--- src/rtl/rep_hist.sv ---
// Position-history manager in front of the repetition detector: owns the history
// stack and RAM write port, and sequences the detector query handshake.
module rep_hist #(
  parameter int REPDET_WIDTH = 8,
  parameter int BOARD_WIDTH  = 64
) (
  input  logic                    clk,
  input  logic                    reset_n,
  input  logic                    cmd_push,
  input  logic                    cmd_pop,
  input  logic                    cmd_clear,
  input  logic                    cmd_query,
  input  logic [BOARD_WIDTH-1:0]  push_board,
  input  logic [3:0]              push_castle_mask,
  input  logic [BOARD_WIDTH-1:0]  query_board,
  input  logic [3:0]              query_castle_mask,
  output logic                    cmd_ready,
  output logic                    result_rep,
  output logic                    result_valid,
  output logic [REPDET_WIDTH-1:0] depth,
  output logic                    full,
  output logic                    empty,
  output logic                    error,
  output logic [BOARD_WIDTH-1:0]  ram_board,
  output logic [3:0]              ram_castle_mask,
  output logic [REPDET_WIDTH-1:0] ram_wr_addr,
  output logic                    ram_wr_en,
  output logic [REPDET_WIDTH-1:0] ram_depth,
  output logic [BOARD_WIDTH-1:0]  board,
  output logic [3:0]              castle_mask,
  output logic                    board_valid,
  output logic                    clear_sample,
  input  logic                    thrice_rep,
  input  logic                    thrice_rep_valid
);

  typedef enum logic [1:0] {IDLE, Q_ISSUE, Q_WAIT, Q_DRAIN} state_t;

  state_t state_r, next_state_s;
  logic   multi_s, do_push_s, do_pop_s, do_clear_s, do_query_s, set_err_s;
  logic   capture_s;

  assign cmd_ready = (state_r == IDLE);
  assign full      = (depth == {REPDET_WIDTH{1'b1}});
  assign empty     = (depth == {REPDET_WIDTH{1'b0}});
  assign ram_depth = depth;
  assign multi_s   = (cmd_push & cmd_pop) | (cmd_push & cmd_query) | (cmd_pop & cmd_query);
  assign capture_s = (state_r == Q_WAIT) & thrice_rep_valid;

  // state register
  always_ff @(posedge clk or negedge reset_n) begin
    if (!reset_n) state_r <= IDLE;
    else          state_r <= next_state_s;
  end

  // command decode and next-state logic; clear outranks every other command
  always_comb begin
    next_state_s = state_r;
    do_push_s    = 1'b0;
    do_pop_s     = 1'b0;
    do_clear_s   = 1'b0;
    do_query_s   = 1'b0;
    set_err_s    = 1'b0;
    case (state_r)
      IDLE: begin
        if (cmd_clear) begin
          do_clear_s = 1'b1;
        end else if (multi_s) begin
          set_err_s = 1'b1;
        end else if (cmd_push) begin
          if (full) set_err_s = 1'b1;
          else      do_push_s = 1'b1;
        end else if (cmd_pop) begin
          if (empty) set_err_s = 1'b1;
          else       do_pop_s  = 1'b1;
        end else if (cmd_query) begin
          do_query_s   = 1'b1;
          next_state_s = Q_ISSUE;
        end else begin
          next_state_s = IDLE;
        end
      end
      Q_ISSUE: next_state_s = Q_WAIT;
      Q_WAIT: begin
        if (thrice_rep_valid) next_state_s = Q_DRAIN;
        else                  next_state_s = Q_WAIT;
      end
      Q_DRAIN: begin
        if (!thrice_rep_valid) next_state_s = IDLE;
        else                   next_state_s = Q_DRAIN;
      end
      default: next_state_s = IDLE;
    endcase
  end

  // history depth, sticky error and RAM write port
  always_ff @(posedge clk or negedge reset_n) begin
    if (!reset_n) begin
      depth           <= {REPDET_WIDTH{1'b0}};
      error           <= 1'b0;
      ram_wr_en       <= 1'b0;
      ram_wr_addr     <= {REPDET_WIDTH{1'b0}};
      ram_board       <= {BOARD_WIDTH{1'b0}};
      ram_castle_mask <= 4'b0000;
    end else begin
      ram_wr_en <= do_push_s;
      if (do_clear_s) begin
        depth <= {REPDET_WIDTH{1'b0}};
        error <= 1'b0;
      end else begin
        if (set_err_s) error <= 1'b1;
        if (do_push_s) depth <= depth + REPDET_WIDTH'(1);
        if (do_pop_s)  depth <= depth - REPDET_WIDTH'(1);
      end
      if (do_push_s) begin
        ram_wr_addr     <= depth;
        ram_board       <= push_board;
        ram_castle_mask <= push_castle_mask;
      end
    end
  end

  // detector query port and result pulse
  always_ff @(posedge clk or negedge reset_n) begin
    if (!reset_n) begin
      board        <= {BOARD_WIDTH{1'b0}};
      castle_mask  <= 4'b0000;
      board_valid  <= 1'b0;
      clear_sample <= 1'b0;
      result_rep   <= 1'b0;
      result_valid <= 1'b0;
    end else begin
      if (do_query_s) begin
        board       <= query_board;
        castle_mask <= query_castle_mask;
      end
      board_valid  <= (state_r == Q_ISSUE);
      result_valid <= capture_s;
      if (capture_s) begin
        result_rep   <= thrice_rep;
        clear_sample <= 1'b1;
      end else if ((state_r == Q_DRAIN) && !thrice_rep_valid) begin
        clear_sample <= 1'b0;
      end
    end
  end

endmodule

--- config.mk ---
export PLATFORM = sky130hd
export DESIGN_NAME = rep_hist
export DESIGN_NICKNAME = d
export VERILOG_FILES = /design/src/rtl/rep_hist.sv
export SDC_FILE = /design/constraint.sdc
export NUM_CORES = 1
export LEC_CHECK = 0
export ABC_AREA = 1
export CAP_MARGIN = 20
export CELL_PAD_IN_SITES_DETAIL_PLACEMENT = 0
export CELL_PAD_IN_SITES_GLOBAL_PLACEMENT = 1
export CORE_UTILIZATION = 30
export DETAILED_ROUTE_END_ITERATION = 10
export HOLD_SLACK_MARGIN = 0.12
export PLACE_DENSITY_LB_ADDON = 0.1
export SETUP_SLACK_MARGIN = 0.05
export SKIP_LAST_GASP = 1
export SYNTH_ARGS = -nofsm -noshare
export SYNTH_HDL_FRONTEND = slang
export SYNTH_SLANG_ARGS = --single-unit
--- constraint.sdc ---
create_clock -name clk -period 3.2 [get_ports clk]
set_input_delay 0.64 -clock clk [delete_from_list [all_inputs] [get_ports clk]]
set_output_delay 0.64 -clock clk [all_outputs]
set_load 0.02 [all_outputs]
==> metrics.md, run 1 <==
| Metric | Value |
|---|---|
| Outcome | complete, no violations |
| Worst EP arrival | 3.10 ns |
| VDD IR max | between 300 and 400 uV |
| Max-cap violations | 0 |
| Clock-pin slew on the worst setup and hold paths | around 0.07 ns |
| Pin count of the biggest net entering global routing | 77 |
| Fin crit share | around 87% |
| Slew @ Worst Pin | between 0.8 and 0.9 ns |
| Async SR Flop Fraction | 100% |
| Initial Utilization | between 30% and 40% |
| Htree depth | 4 |
| Max-slew violation count | 0 |
| Crit path kind | primary input to flip-flop |
| Number of global-route vias before repair | roughly 5500 |
| I/O pin count | 313 |
| First-pass GRT wire length | approximately 30 mm |
| Relative slew slack | between 40% and 50% |
| Root Driver | clkbuf_16 |
| Synth top area cells | dfrtp_1 61%, nand2_1 15%, mux2_2 8.3% |
| Critical Path Start | cmd_push |
| Worst-Skew Late Latency | about 0.42 ns |
| Per-cell routed wire length | 16.1 um |
| P_int | between 6 and 7 mW |
| Num rows | 53 |
| Clock skew | 0.0112 ns |
| Library cell with the highest instance count after synthesis | nand2_1 |
| Gr usage total | 17.7% |
| Cells after DPL | 1199 |
| Switching Share | around 36% |
| Die Area | 22600 sq um |
| Register area share after synthesis | 60.6% |
| Post-synth top area cell | dfrtp_1 |
| Non-Filler Instances | between 1000 and 1500 |
| Post_cts resized | 0 |
| Sequential share of power | about a third |
| Final nets | approximately 1100 |
| RSZ-0062 raised after global routing | no |
| Setup WS pre-CTS | -0.00393 ns |
| Total grt overflow | 0 |
| Hold Path Class | primary input to async pin |
| CTS Buf Count | 17 |
| Post-synth EDFFs | 0 |
| Vias/cell | 4.35 |
| DR pass1 iterations | 4 |
| Share of layout cells above drive strength 1 | between 10% and 20% |
| CORE AREA | between 20000 and 25000 sq um |
| Clock sink count | between 150 and 200 |
| Crit path capture type | flip-flop |
| Required time worst endpoint | 3.51 ns |
| Post-synthesis cell area | roughly 6600 sq um |
| CTS tree | built |
| Bufs on Longest Clock Path | 2 |
| CP Launch Type | primary input |
| Final setup violation count | 0 |
| Final ANT Viol Nets | 0 |
| Fin. Hold Viols | 0 |
| Syn Inst Count | roughly 630 |
| Overall die height | 150 um |
| Worst-path fanout max | 7 |
| Port Buffers | about 310 |
| DRC Markers | 0 |
| Number of distinct library cells after synthesis | 26 |
| Clock group share of total power | between 20% and 30% |
| # hold bufs at CTS | 0 |
| Yosys warns | 0 |
| Leakage | just over 5 nW |
| Post-synth top area share | 60.6% |
| Total Power | 9.62 mW |
| Post-CTS Setup Inserts | 0 |
| Syn_nets | 784 |
| Area Growth Syn to Fin | 60.7% |
| Synth top cells by count | 272 x nand2_1, 160 x dfrtp_1, 49 x mux2_2 |
| Combinational Power Share | about 44% |
| Critical R2R Launch | depth[0]$_DFFE_PN0P_ |
| GP Congestion | roughly 0.85 |
| Fin crit period | ~2.8 ns |
| Fmax | 359 MHz |
| Final WS setup | between 0.4 and 0.5 ns |
| Psw | 3.42 mW |
| Avg Inst Size Synth | between 10 and 15 sq um |
| DPL Wire Length | 14.5 mm |
| Drt total wl | between 15 and 20 mm |
| PD cells | 905 nW/um^2 |
| Via count | approximately 5400 |
| Initial DRC count | 219 |
| Chip width | 150 um |
| Synth Register Bits | 160 |
| Top_reg_cell synth | dfrtp_1 |
| Initial antenna violation count | 0 |
==> critical path, stage by stage <==
cell and delay [ns]:
clkdlybuf4s50_1 0.52, nand2_1 0.12, nand3_1 0.10, nor2_1 0.20
nand2_1 0.15, inv_1 0.24, ha_1 0.30, nand2_1 0.07
inv_1 0.04, o21ai_0 0.20, nand3_1 0.12, or2_2 0.28
nand3_1 0.07, nand2_1 0.05
==> power groups by stage <==
stage | sequential (mW) | clock, mW | combinational, mW
CTS | 3.33 | 2.18 | 4.25
global route | 3.44 | 2.27 | 4.46
detailed placement | 3.35 | 0 | 4.23
global placement | 3.32 | 0 | 4.21
finish | 3.32 | 2.11 | 4.19
floorplan | 4.36 | 0 | 0.931
==> area by class of cell <==
cell class / count / area [sq um]
Antenna cell: 1 / 2.50
Clock buffer: 18 / 439
Clock inverter: 14 / 168
Fill cell: 1941 / 10700
Inverter: 26 / 97.6
Multi-Input combinational cell: 416 / 2330
Sequential cell: 160 / 4000
Tap cell: 275 / 344
Timing Repair Buffer: 322 / 3240
==> through the flow <==
stage	cell area, sq um	TNS, ns	util [%]	hold slack [ns]
final	10600	0	49.9	0.156
after global routing	10600	0	49.9	0.174
after CTS	10600	0	49.9	0.163
after detailed placement	10000	-0.00747	47.0	0.465
after global placement	10000	0	47.0	0.461
after floorplan	6610	0	-	0.344
==> final timing paths <==
| check | to | slack (ns) | cells after the start |
|---|---|---|---|
| min in group clk | ram_board[24]$_DFFE_PN0P_ | 0.48 | 2 |
| max reg2reg | depth[4]$_DFFE_PN0P_ | 0.54 | 14 |
| min | ram_board[12]$_DFFE_PN0P_ | 0.16 | 1 |
| max in group asynchronous | ram_board[56]$_DFFE_PN0P_ | 2.25 | 2 |
| max | depth[6]$_DFFE_PN0P_ | 0.41 | 14 |
| min reg2reg | ram_board[24]$_DFFE_PN0P_ | 0.48 | 2 |
==> registers in the layout, summed over array words and instances, names as in the netlist <==
| register | count |
|---|---|
| state_r | 2 |
| depth | 8 |
| result_rep | 1 |
| ram_castle_mask | 4 |
| ram_wr_addr | 8 |
| board_valid | 1 |
| ram_wr_en | 1 |
| castle_mask | 4 |
| result_valid | 1 |
| clear_sample | 1 |
| ram_board | 64 |
| error | 1 |
| board | 64 |
==> kinds of logic after synthesis <==
kind of cell,Yosys count,share of synthesized area (%)
muxes,69,12.9
AOI/OAI and AO/OA,16,1.25
adders and majority gates,7,1.44
and+or+nand+nor,324,19.4
DFF,160,60.6
buffers and inverters,57,4.45
==> per-layer routing <==
layer	up-vias	wire length [um]	GRT usage (%)
met4	0	421	6.52
met2	177	10000	30.1
met5	-	0	0
met3	21	1430	5.64
li1	2618	-	-
met1	2538	7910	20.8
==> placed cells by master (no fill, tap or decap), drive strengths merged <==
master / instances
a21oi: 4
bufinv: 2
clkdlybuf4s50: 311
or2: 2
buf: 11
inv: 35
nand2: 273
nor3: 1
o21bai: 1
ha: 6
o21ai: 11
fa: 1
clkbuf: 18
nand3b: 1
clkinv: 2
nand3: 18
clkinvlp: 1
nand2b: 1
mux2: 69
nor2: 23
dfrtp: 160
nand4: 5
diode: 1
Note: power is estimated with default switching activity, not from simulation.
==> run 2, diff against run 1 <==
--- a/config.mk
+++ b/config.mk
@@ -10,8 +10,9 @@
 export CELL_PAD_IN_SITES_DETAIL_PLACEMENT = 0
 export CELL_PAD_IN_SITES_GLOBAL_PLACEMENT = 1
 export CORE_UTILIZATION = 30
+export CTS_CLUSTER_SIZE = 24
 export DETAILED_ROUTE_END_ITERATION = 10
-export HOLD_SLACK_MARGIN = 0.12
+export HOLD_SLACK_MARGIN = 0.05
 export PLACE_DENSITY_LB_ADDON = 0.1
 export SETUP_SLACK_MARGIN = 0.05
 export SKIP_LAST_GASP = 1
==> results of run 2 <==
Same layout as run 1: the final DEF is identical, and so are final timing and power.
==> run 3, diff against run 2 <==
--- a/config.mk
+++ b/config.mk
@@ -6,7 +6,6 @@
 export NUM_CORES = 1
 export LEC_CHECK = 0
 export ABC_AREA = 1
-export CAP_MARGIN = 20
 export CELL_PAD_IN_SITES_DETAIL_PLACEMENT = 0
 export CELL_PAD_IN_SITES_GLOBAL_PLACEMENT = 1
 export CORE_UTILIZATION = 30
==> results of run 3 <==
Same layout as run 1: the final DEF is identical, and so are final timing and power.
